$ cat config.mk
export PLATFORM = sky130hd
export DESIGN_NAME = sram_like_arbiter
export DESIGN_NICKNAME = d
export VERILOG_FILES = /design/src/rtl/sram_like_arbiter.sv
export SDC_FILE = /design/constraint.sdc
export NUM_CORES = 1
export LEC_CHECK = 0
export CAP_MARGIN = 20
export CORE_AREA = 2 2 123 125
export DETAILED_ROUTE_END_ITERATION = 8
export DIE_AREA = 0 0 125 127
export GPL_TIMING_DRIVEN = 0
export PLACE_DENSITY = 0.63
export SYNTH_ARGS = -nofsm -noshare
export SYNTH_HDL_FRONTEND = slang
export SYNTH_SLANG_ARGS = --single-unit
$ cat constraint.sdc
create_clock -name clk -period 2.5 [get_ports clk]
set_input_delay 0.375 -clock clk [delete_from_list [all_inputs] [get_ports clk]]
set_output_delay 0.375 -clock clk [all_outputs]
set_load 0.02 [all_outputs]
$ cat src/rtl/sram_like_arbiter.sv
// Two-to-one sram-like port arbiter with an in-order ID queue that routes responses back.
// Optional macro ARB_ROUND_ROBIN_EN switches IDLE priority from fixed data-first to alternating.
module sram_like_arbiter #(
   parameter int MAX_OUTSTANDING = 2,
   parameter int QPTR_W          = 2
) (
   input  logic        clk,
   input  logic        resetn,
   input  logic        inst_req,
   input  logic        inst_wr,
   input  logic [1:0]  inst_size,
   input  logic [3:0]  inst_wstrb,
   input  logic [31:0] inst_addr,
   input  logic [31:0] inst_wdata,
   output logic        inst_addr_ok,
   output logic        inst_data_ok,
   output logic [31:0] inst_rdata,
   input  logic        data_req,
   input  logic        data_wr,
   input  logic [1:0]  data_size,
   input  logic [3:0]  data_wstrb,
   input  logic [31:0] data_addr,
   input  logic [31:0] data_wdata,
   output logic        data_addr_ok,
   output logic        data_data_ok,
   output logic [31:0] data_rdata,
   output logic        mem_req,
   output logic        mem_wr,
   output logic [1:0]  mem_size,
   output logic [3:0]  mem_wstrb,
   output logic [31:0] mem_addr,
   output logic [31:0] mem_wdata,
   input  logic        mem_addr_ok,
   input  logic        mem_data_ok,
   input  logic [31:0] mem_rdata
);

   localparam int DEPTH = 1 << QPTR_W;
   localparam int CNT_W = QPTR_W + 1;

   typedef enum logic [1:0] {IDLE, GNT_I, GNT_D} state_t;

   state_t            state;
   logic [QPTR_W-1:0] rd_ptr;
   logic [QPTR_W-1:0] wr_ptr;
   logic [CNT_W-1:0]  count;
   logic              id_q [DEPTH];

   logic full;
   logic empty;
   logic pick_data;
   logic gnt_data;
   logic accept;
   logic pop;

   function automatic logic [QPTR_W-1:0] ptr_inc(input logic [QPTR_W-1:0] p);
      return (p == QPTR_W'(MAX_OUTSTANDING - 1)) ? '0 : p + 1'b1;
   endfunction

   assign full  = (count == CNT_W'(MAX_OUTSTANDING));
   assign empty = (count == '0);

`ifdef ARB_ROUND_ROBIN_EN
   logic prefer_inst;

   assign pick_data = prefer_inst ? !inst_req : data_req;

   // Alternate after each accept: a data accept makes inst the next preferred requester.
   always_ff @(posedge clk or negedge resetn) begin
      if (!resetn) begin
         prefer_inst <= 1'b0;
      end else if (accept) begin
         prefer_inst <= gnt_data;
      end
   end
`else
   assign pick_data = data_req;
`endif

   always_comb begin
      gnt_data = pick_data;
      case (state)
         GNT_I:   gnt_data = 1'b0;
         GNT_D:   gnt_data = 1'b1;
         default: gnt_data = pick_data;
      endcase
   end

   // Full depends only on the registered count, so mem_data_ok never reaches mem_req.
   assign mem_req   = resetn & !full & (gnt_data ? data_req : inst_req);
   assign mem_wr    = gnt_data ? data_wr    : inst_wr;
   assign mem_size  = gnt_data ? data_size  : inst_size;
   assign mem_wstrb = gnt_data ? data_wstrb : inst_wstrb;
   assign mem_addr  = gnt_data ? data_addr  : inst_addr;
   assign mem_wdata = gnt_data ? data_wdata : inst_wdata;

   assign accept       = mem_req & mem_addr_ok;
   assign inst_addr_ok = accept & !gnt_data;
   assign data_addr_ok = accept & gnt_data;

   assign pop          = mem_data_ok & !empty;
   assign inst_data_ok = pop & !id_q[rd_ptr];
   assign data_data_ok = pop & id_q[rd_ptr];
   assign inst_rdata   = mem_rdata;
   assign data_rdata   = mem_rdata;

   always_ff @(posedge clk or negedge resetn) begin
      if (!resetn) begin
         state <= IDLE;
      end else begin
         case (state)
            IDLE: begin
               if (mem_req && !mem_addr_ok) begin
                  state <= gnt_data ? GNT_D : GNT_I;
               end
            end
            GNT_I, GNT_D: begin
               if (accept) begin
                  state <= IDLE;
               end
            end
            default: state <= IDLE;
         endcase
      end
   end

   always_ff @(posedge clk or negedge resetn) begin
      if (!resetn) begin
         rd_ptr <= '0;
         wr_ptr <= '0;
         count  <= '0;
         for (int i = 0; i < DEPTH; i++) begin
            id_q[i] <= 1'b0;
         end
      end else begin
         if (accept) begin
            id_q[wr_ptr] <= gnt_data;
            wr_ptr       <= ptr_inc(wr_ptr);
         end
         if (pop) begin
            rd_ptr <= ptr_inc(rd_ptr);
         end
         case ({accept, pop})
            2'b10:   count <= count + 1'b1;
            2'b01:   count <= count - 1'b1;
            default: count <= count;
         endcase
      end
   end

endmodule
==> flow_metrics.env, run 1 <==
export IMPL_ys_ff_latch=13
export IMPL_setup_tns_ns=0
export IMPL_worst_slack_ns=0.0441
export IMPL_end_kind="register"
export IMPL_wl_per_cell_um=13.7
export IMPL_design_area_um2=5400
export IMPL_cts_buffers=3
export IMPL_drc=0
export IMPL_skew_ns=0.00532
export IMPL_grt_setup_unrepaired="true"
export IMPL_htreeDepth=1
export IMPL_outcome="finished, final reports clean"
export IMPL_ys_seq_area_share_pct=15.5
export IMPL_ir_drop_mv=0.318
export IMPL_powerDensity_nw_per_um2=710
export IMPL_ctsHoldBuffers=0
export IMPL_synth_cells=361
export IMPL_cts_root_buf="clkbuf_16"
export IMPL_die_y_um=127
export IMPL_antenna_found_initial=0
export IMPL_drt_iter0_markers=91
export IMPL_grt_usage_pct=13.4
export IMPL_r2r_setup_slack_ns=0.04
export IMPL_critical_path_class="register to register"
export IMPL_io_pins=320
export IMPL_syn_cell_area_um2=2090
export IMPL_p_total_uw=3840
export IMPL_finalCriticalPeriod_ns=2.46
export IMPL_place_ws_ns=-1.47
export IMPL_syn_nets=545
export IMPL_clockBufferDepth=2
export IMPL_cp_max_fo=3
export IMPL_maxSlewHeadroom_pct=58.3
export IMPL_routabilityCongestion=0.754
export IMPL_synth_avg_cell_area_um2=5.80
export IMPL_synth_cell_types=32
export IMPL_required_ns=2.66
export IMPL_cp_start_kind="register"
export IMPL_die_area_um2=15900
export IMPL_setup_viol=0
export IMPL_die_w_um=125
export IMPL_min_path_type="primary input to asynchronous set/reset pin"
export IMPL_first_pass_iters=4
export IMPL_grt_pass1_vias=3235
export IMPL_core_area_um2=14400
export IMPL_dp_hpwl_um=9670
export IMPL_drv_slew=0
export IMPL_period_share_pct=98.2
export IMPL_routed_wl_um=11600
export IMPL_port_buffers=287
export IMPL_cts_num_sinks=13
export IMPL_drive_above_1_share_pct=26.3
export IMPL_fmax_mhz=407
export IMPL_maxCapViolations=0
export IMPL_cts_tree="built"
export IMPL_power_leakage_uw=0.00267
export IMPL_clk_pin_slew_ns=0.05
export IMPL_avgViaCountPerCell=3.84
export IMPL_fp_row_count=44
export IMPL_synthToLayoutAreaGrowth_pct=158
export IMPL_drtAntennaViolNets=0
export IMPL_n_antenna_cell=0
export IMPL_grt_pass1_wl_um=17000
export IMPL_final_hold_viol_count=0
export IMPL_tightestPinTransition_ns=0.625
export IMPL_whs_ns=0.260
export IMPL_placed_area_um2=5220
export IMPL_synth_warning_count=0
export IMPL_clock_latency_ns=0.24
export IMPL_arrival_ns=2.62
export IMPL_grt_start_max_net_pins=15
export IMPL_vias=3260
export IMPL_globalRoute_totalOverflow=0
export IMPL_initial_utilization_pct=14.5
export IMPL_nNetsFinal=851
flip-flops by register name (all words and copies together), names as in the netlist:
name and count:
id_q 4, state 2, count 3, rd_ptr 2, wr_ptr 2
cells in the mapped netlist (all sizes together):
cell type  instances  area share [%]
o21a               1            0.36
a311o              2            0.96
nor2               5            0.90
o2111a             1            0.54
and3               1            0.30
o31ai              1            0.36
inv                8             1.4
and3b              1            0.42
or3b               1            0.42
a31oi              2            0.60
nand2            216              39
a21boi             1            0.36
mux4               1             1.1
ha                 3             1.8
buf               67              24
nor3               2            0.48
xnor2              3             1.3
mux2               3             1.8
and4               1            0.54
xor2               2            0.84
a21oi              4            0.96
nand3b             1            0.36
clkbuf            15             2.7
fa                 1            0.96
dfrtp             13              16
and2               1            0.30
mux2i              2            0.96
nand4              2            0.60
worst max-delay path, cell delays in order (launching register included):
cell and delay (ns):
dfrtp_1 0.35, inv_2 0.06, ha_4 0.29, mux2_4 0.32, o2111a_1 0.26, buf_6 0.14, nand2_8 0.06, ha_4 0.14
inv_2 0.03, fa_2 0.32, xor2_1 0.14, nor2_1 0.11, xor2_1 0.15
metrics by stage:
stage          cells  util (%)
2_1_floorplan    361         -
3_3_place_gp     832      36.2
6_report         850      37.5
5_1_grt          850      37.5
4_1_cts          851      37.9
3_5_place_dp     832      36.2
metal layers:
| layer | global-route usage [%] | wire length [um] | up-vias |
|---|---|---|---|
| met5 | 0 | 0 | - |
| met3 | 3.06 | 907 | 4 |
| met2 | 24.9 | 5970 | 188 |
| met1 | 16.2 | 4660 | 1420 |
| met4 | 1.50 | 68 | 0 |
| li1 | - | - | 1648 |
power breakdown:
part	switching (uW)	leakage [uW]	internal, uW	total, uW
combinational	1730	0.00247	1470	3190
sequential	60.5	0.000163	283	343
clock	84.1	0.0000382	215	299
total	1870	0.00267	1970	3840
layout by cell type (no fill, tap or decap), types with 2 or more instances in the layout:
master / count
nand4_1: 2
xor2_1: 2
mux2_2: 2
buf_2: 25
dlygate4sd2_1: 11
nand2_1: 214
nor2_1: 4
dfrtp_1: 13
a21oi_1: 4
clkdlybuf4s50_1: 212
clkbuf_2: 8
inv_1: 5
inv_2: 3
clkbuf_8: 4
clkdlybuf4s15_2: 19
a31oi_1: 2
clkbuf_16: 6
clkbuf_4: 4
ha_4: 2
a311o_1: 2
clkdlybuf4s15_1: 5
buf_4: 89
buf_6: 3
xnor2_1: 3
nor3_1: 2
layout make-up:
type,instances,area [um^2]
buffer,80,682
clock buffer,4,78.8
fill,1543,9020
inverter,8,30.0
multi-input combinational,258,1230
sequential,13,325
tap,184,230
timing repair buffer,303,2830
final timing paths:
check,startpoint,endpoint,cells past startpoint
worst max register to register,state[0],count[2],12
worst max-delay path,state[0],count[2],12
worst min-delay path,resetn,rd_ptr[0],1
worst min register to register,count[2],count[2],1
min in group clk,count[2],count[2],1
max in group asynchronous,resetn,id_q[1],1
repair_timing:
item                                    in CTS  in global routing
buffers inserted                            15                  1
pin swaps                                    4                  0
cloned                                       0                  0
resized for setup                          265                 26
endpoints found under the setup margin      76                 72
kinds of logic (layout without fill, tap and decap cells):
kind of cell | Yosys count | after routing | share of synthesized area [%]
adder cells (fa/ha/maj) | 4 | 4 | 2.75
XOR/XNOR | 5 | 5 | 2.09
buffers and inverters | 90 | 395 | 28.3
flip-flops | 13 | 13 | 15.5
AO/OA/AOI/OAI | 12 | 12 | 4.12
AND/OR/NAND/NOR | 231 | 231 | 43.4
multiplexers | 6 | 6 | 3.82
Power figures use the tool's default switching activity.
==> run 2: changes to the inputs <==
==> constraint.sdc (replaced) <==
create_clock -name clk -period 2.1 [get_ports clk]
set_input_delay 0.315 -clock clk [delete_from_list [all_inputs] [get_ports clk]]
set_output_delay 0.315 -clock clk [all_outputs]
set_load 0.02 [all_outputs]
==> run 2 against run 1 <==
The flow now finishes with violations (negative setup slack). Via count increased by 2.3%. Clock skew decreased by 0.0046 ns. Critical endpoint is now inst_addr_ok. Highest routed layer unchanged. Register-to-register slack got worse by 0.45 ns. Largest power group unchanged. Sequential power increased by 20%.
==> flow_metrics.env, run 2 (synthesis results as in run 1) <==
export IMPL_clockBufferDepth=2
export IMPL_design_area_um2=6150
export IMPL_powerDensity_nw_per_um2=943
export IMPL_drt_iter0_markers=78
export IMPL_cts_buffers=3
export IMPL_r2r_setup_slack_ns=-0.41
export IMPL_pwr_share_clk_pct=6.1
export IMPL_die_y_um=127
export IMPL_clock_latency_ns=0.24
export IMPL_die_w_um=125
export IMPL_grt_pass1_wl_um=18200
export IMPL_cts_tree="built"
export IMPL_ctsHoldBuffers=0
export IMPL_r2r_end="count[2]"
export IMPL_drtAntennaViolNets=0
export IMPL_routabilityCongestion=0.788
export IMPL_required_ns=1.78
export IMPL_final_hold_viol_count=0
export IMPL_routed_wl_um=13000
export IMPL_drc=0
export IMPL_worst_slack_ns=-0.435
export IMPL_clk_pin_slew_ns=0.04
export IMPL_cp_start_kind="register"
export IMPL_initial_utilization_pct=14.5
export IMPL_drive_above_1_share_pct=35.6
export IMPL_grt_pass1_vias=3193
export IMPL_cp_cell_sequence="inv_2 > ha_4 > mux2_4 > o2111a_1 > buf_6 > nand2_8 > buf_4 > buf_6 > buf_4 > nor2_1 > buf_4"
export IMPL_wl_per_cell_um=14.8
export IMPL_finalCriticalPeriod_ns=2.54
export IMPL_fill_cells=1462
export IMPL_post_route_util_pct=42.6
export IMPL_fp_row_count=44
export IMPL_reg2reg_from="state[0]"
export IMPL_seqPwrFrac_pct=7.1
export IMPL_cp_max_fo=3
export IMPL_path_delay_family="buffers and inverters"
export IMPL_die_area_um2=15900
export IMPL_io_pins=320
export IMPL_maxCapViolations=0
export IMPL_antenna_found_initial=0
export IMPL_htreeDepth=1
export IMPL_drv_slew=0
export IMPL_maxSlewHeadroom_pct=58.3
export IMPL_port_buffers=287
export IMPL_p_sw_share_pct=43.6
export IMPL_period_share_pct=121
export IMPL_regMostFlops="id_q"
export IMPL_reg_top3="id_q x4, count x3"
export IMPL_power_leakage_uw=0.00300
export IMPL_outcome="complete, but fails checks"
export IMPL_core_area_um2=14400
export IMPL_tightestPinTransition_ns=0.625
export IMPL_skew_ns=0.000712
export IMPL_p_int_uw=3270
export IMPL_cts_root_buf="clkbuf_16"
export IMPL_globalRoute_totalOverflow=0
export IMPL_max_stage_delay_ns=0.37
export IMPL_n_antenna_cell=0
export IMPL_nNetsFinal=878
export IMPL_grt_usage_pct=14.3
export IMPL_grt_setup_unrepaired="true"
export IMPL_setup_viol=83
export IMPL_pwr_share_comb_pct=86.8
export IMPL_rr_worst_depth=12
export IMPL_violations="negative setup slack"
export IMPL_min_path_type="primary input to asynchronous set/reset pin"
export IMPL_avgViaCountPerCell=3.80
export IMPL_vias=3336
export IMPL_largest_register_ffs=4
export IMPL_slowest_stage="dfrtp_1"
export IMPL_crit_buf_inv=6
export IMPL_critical_path_class="register to output pin"
export IMPL_first_pass_iters=4
export IMPL_cp_common_cell="buf_4"
export IMPL_fmax_mhz=394
export IMPL_end_kind="output pin"
export IMPL_grt_start_max_net_pins=15
export IMPL_synthToLayoutAreaGrowth_pct=193
export IMPL_ir_drop_mv=0.712
export IMPL_final_cell_mix="211 x clkdlybuf4s50_1, 187 x nand2_1, 94 x buf_4"
export IMPL_p_switching_uw=2520
export IMPL_final_common_cell="clkdlybuf4s50_1"
export IMPL_dp_hpwl_um=10200
export IMPL_placed_area_um2=5240
export IMPL_arrival_ns=2.22
export IMPL_cts_num_sinks=13
[run 2: cell count changes in the layout (fill, tap and decap cells not counted), moves of 6 or more]
cell             previous run  this run
buf_2                      25         0
buf_6                       3        80
buf_8                       0         6
clkbuf_2                    8         0
clkdlybuf4s15_2            19         0
dlygate4sd2_1              11         2
nand2_1                   214       187
nand2_2                     1        27
[run 2: routing by layer]
layer	track usage, %	vias to the layer above	wire length, um
met5	0	-	0
met4	3.40	0	180
met3	1.63	9	623
met2	26.0	122	6790
met1	18.2	1498	5400
li1	-	1707	-
[run 2: through the flow]
| step | cells | setup TNS, ns | worst slack, ns | hold WS, ns | total power [uW] |
|---|---|---|---|---|---|
| floorplan | 361 | -0.877 | -0.480 | 0.0194 | 2390 |
| global placement | 832 | -67.92 | -1.20 | 0.484 | 4210 |
| detailed placement | 832 | -69.68 | -1.23 | 0.481 | 4210 |
| CTS | 850 | -21.24 | -0.443 | 0.228 | 4730 |
| global route | 877 | -26.53 | -0.522 | 0.265 | 6170 |
| finish | 877 | -20.08 | -0.435 | 0.204 | 5790 |
[run 2: repair_timing]
| action | in CTS | in global routing |
|---|---|---|
| buffers inserted | 14 | 24 |
| endpoints found under the setup margin | 81 | 83 |
| hold endpoints to repair | 0 | 0 |
| pin swaps | 6 | 14 |
| cloned | 0 | 5 |
| gates resized for setup | 292 | 259 |
[run 2: layout make-up]
class,count,area (um^2),share of cell area (%)
buffer,80,732,11.9
clock buffer,4,78.8,1.28
inverter,8,30.0,0.489
multi-input combinational,258,1340,21.7
sequential,13,325,5.29
tap,184,230,3.75
timing repair buffer,330,3410,55.6
[run 2: power groups by stage]
stage               logic (uW)  clock network (uW)  registers [uW]
global route              5370                 371             428
finish                    5030                 353             413
global placement          3800                   0             413
detailed placement        3800                   0             413
CTS                       3960                 360             411
floorplan                 1990                   0             394
[run 2: worst max-delay path by stage]
stage,start,end,slack (ns),cells past startpoint
2_1_floorplan,state[1],count[2],-0.48,13
3_3_place_gp,state[1],mem_wdata[2],-1.20,9
3_5_place_dp,state[1],mem_wdata[2],-1.23,9
4_1_cts,state[0],count[2],-0.44,13
5_1_grt,state[0],count[2],-0.52,12
6_report,state[0],inst_addr_ok,-0.44,11
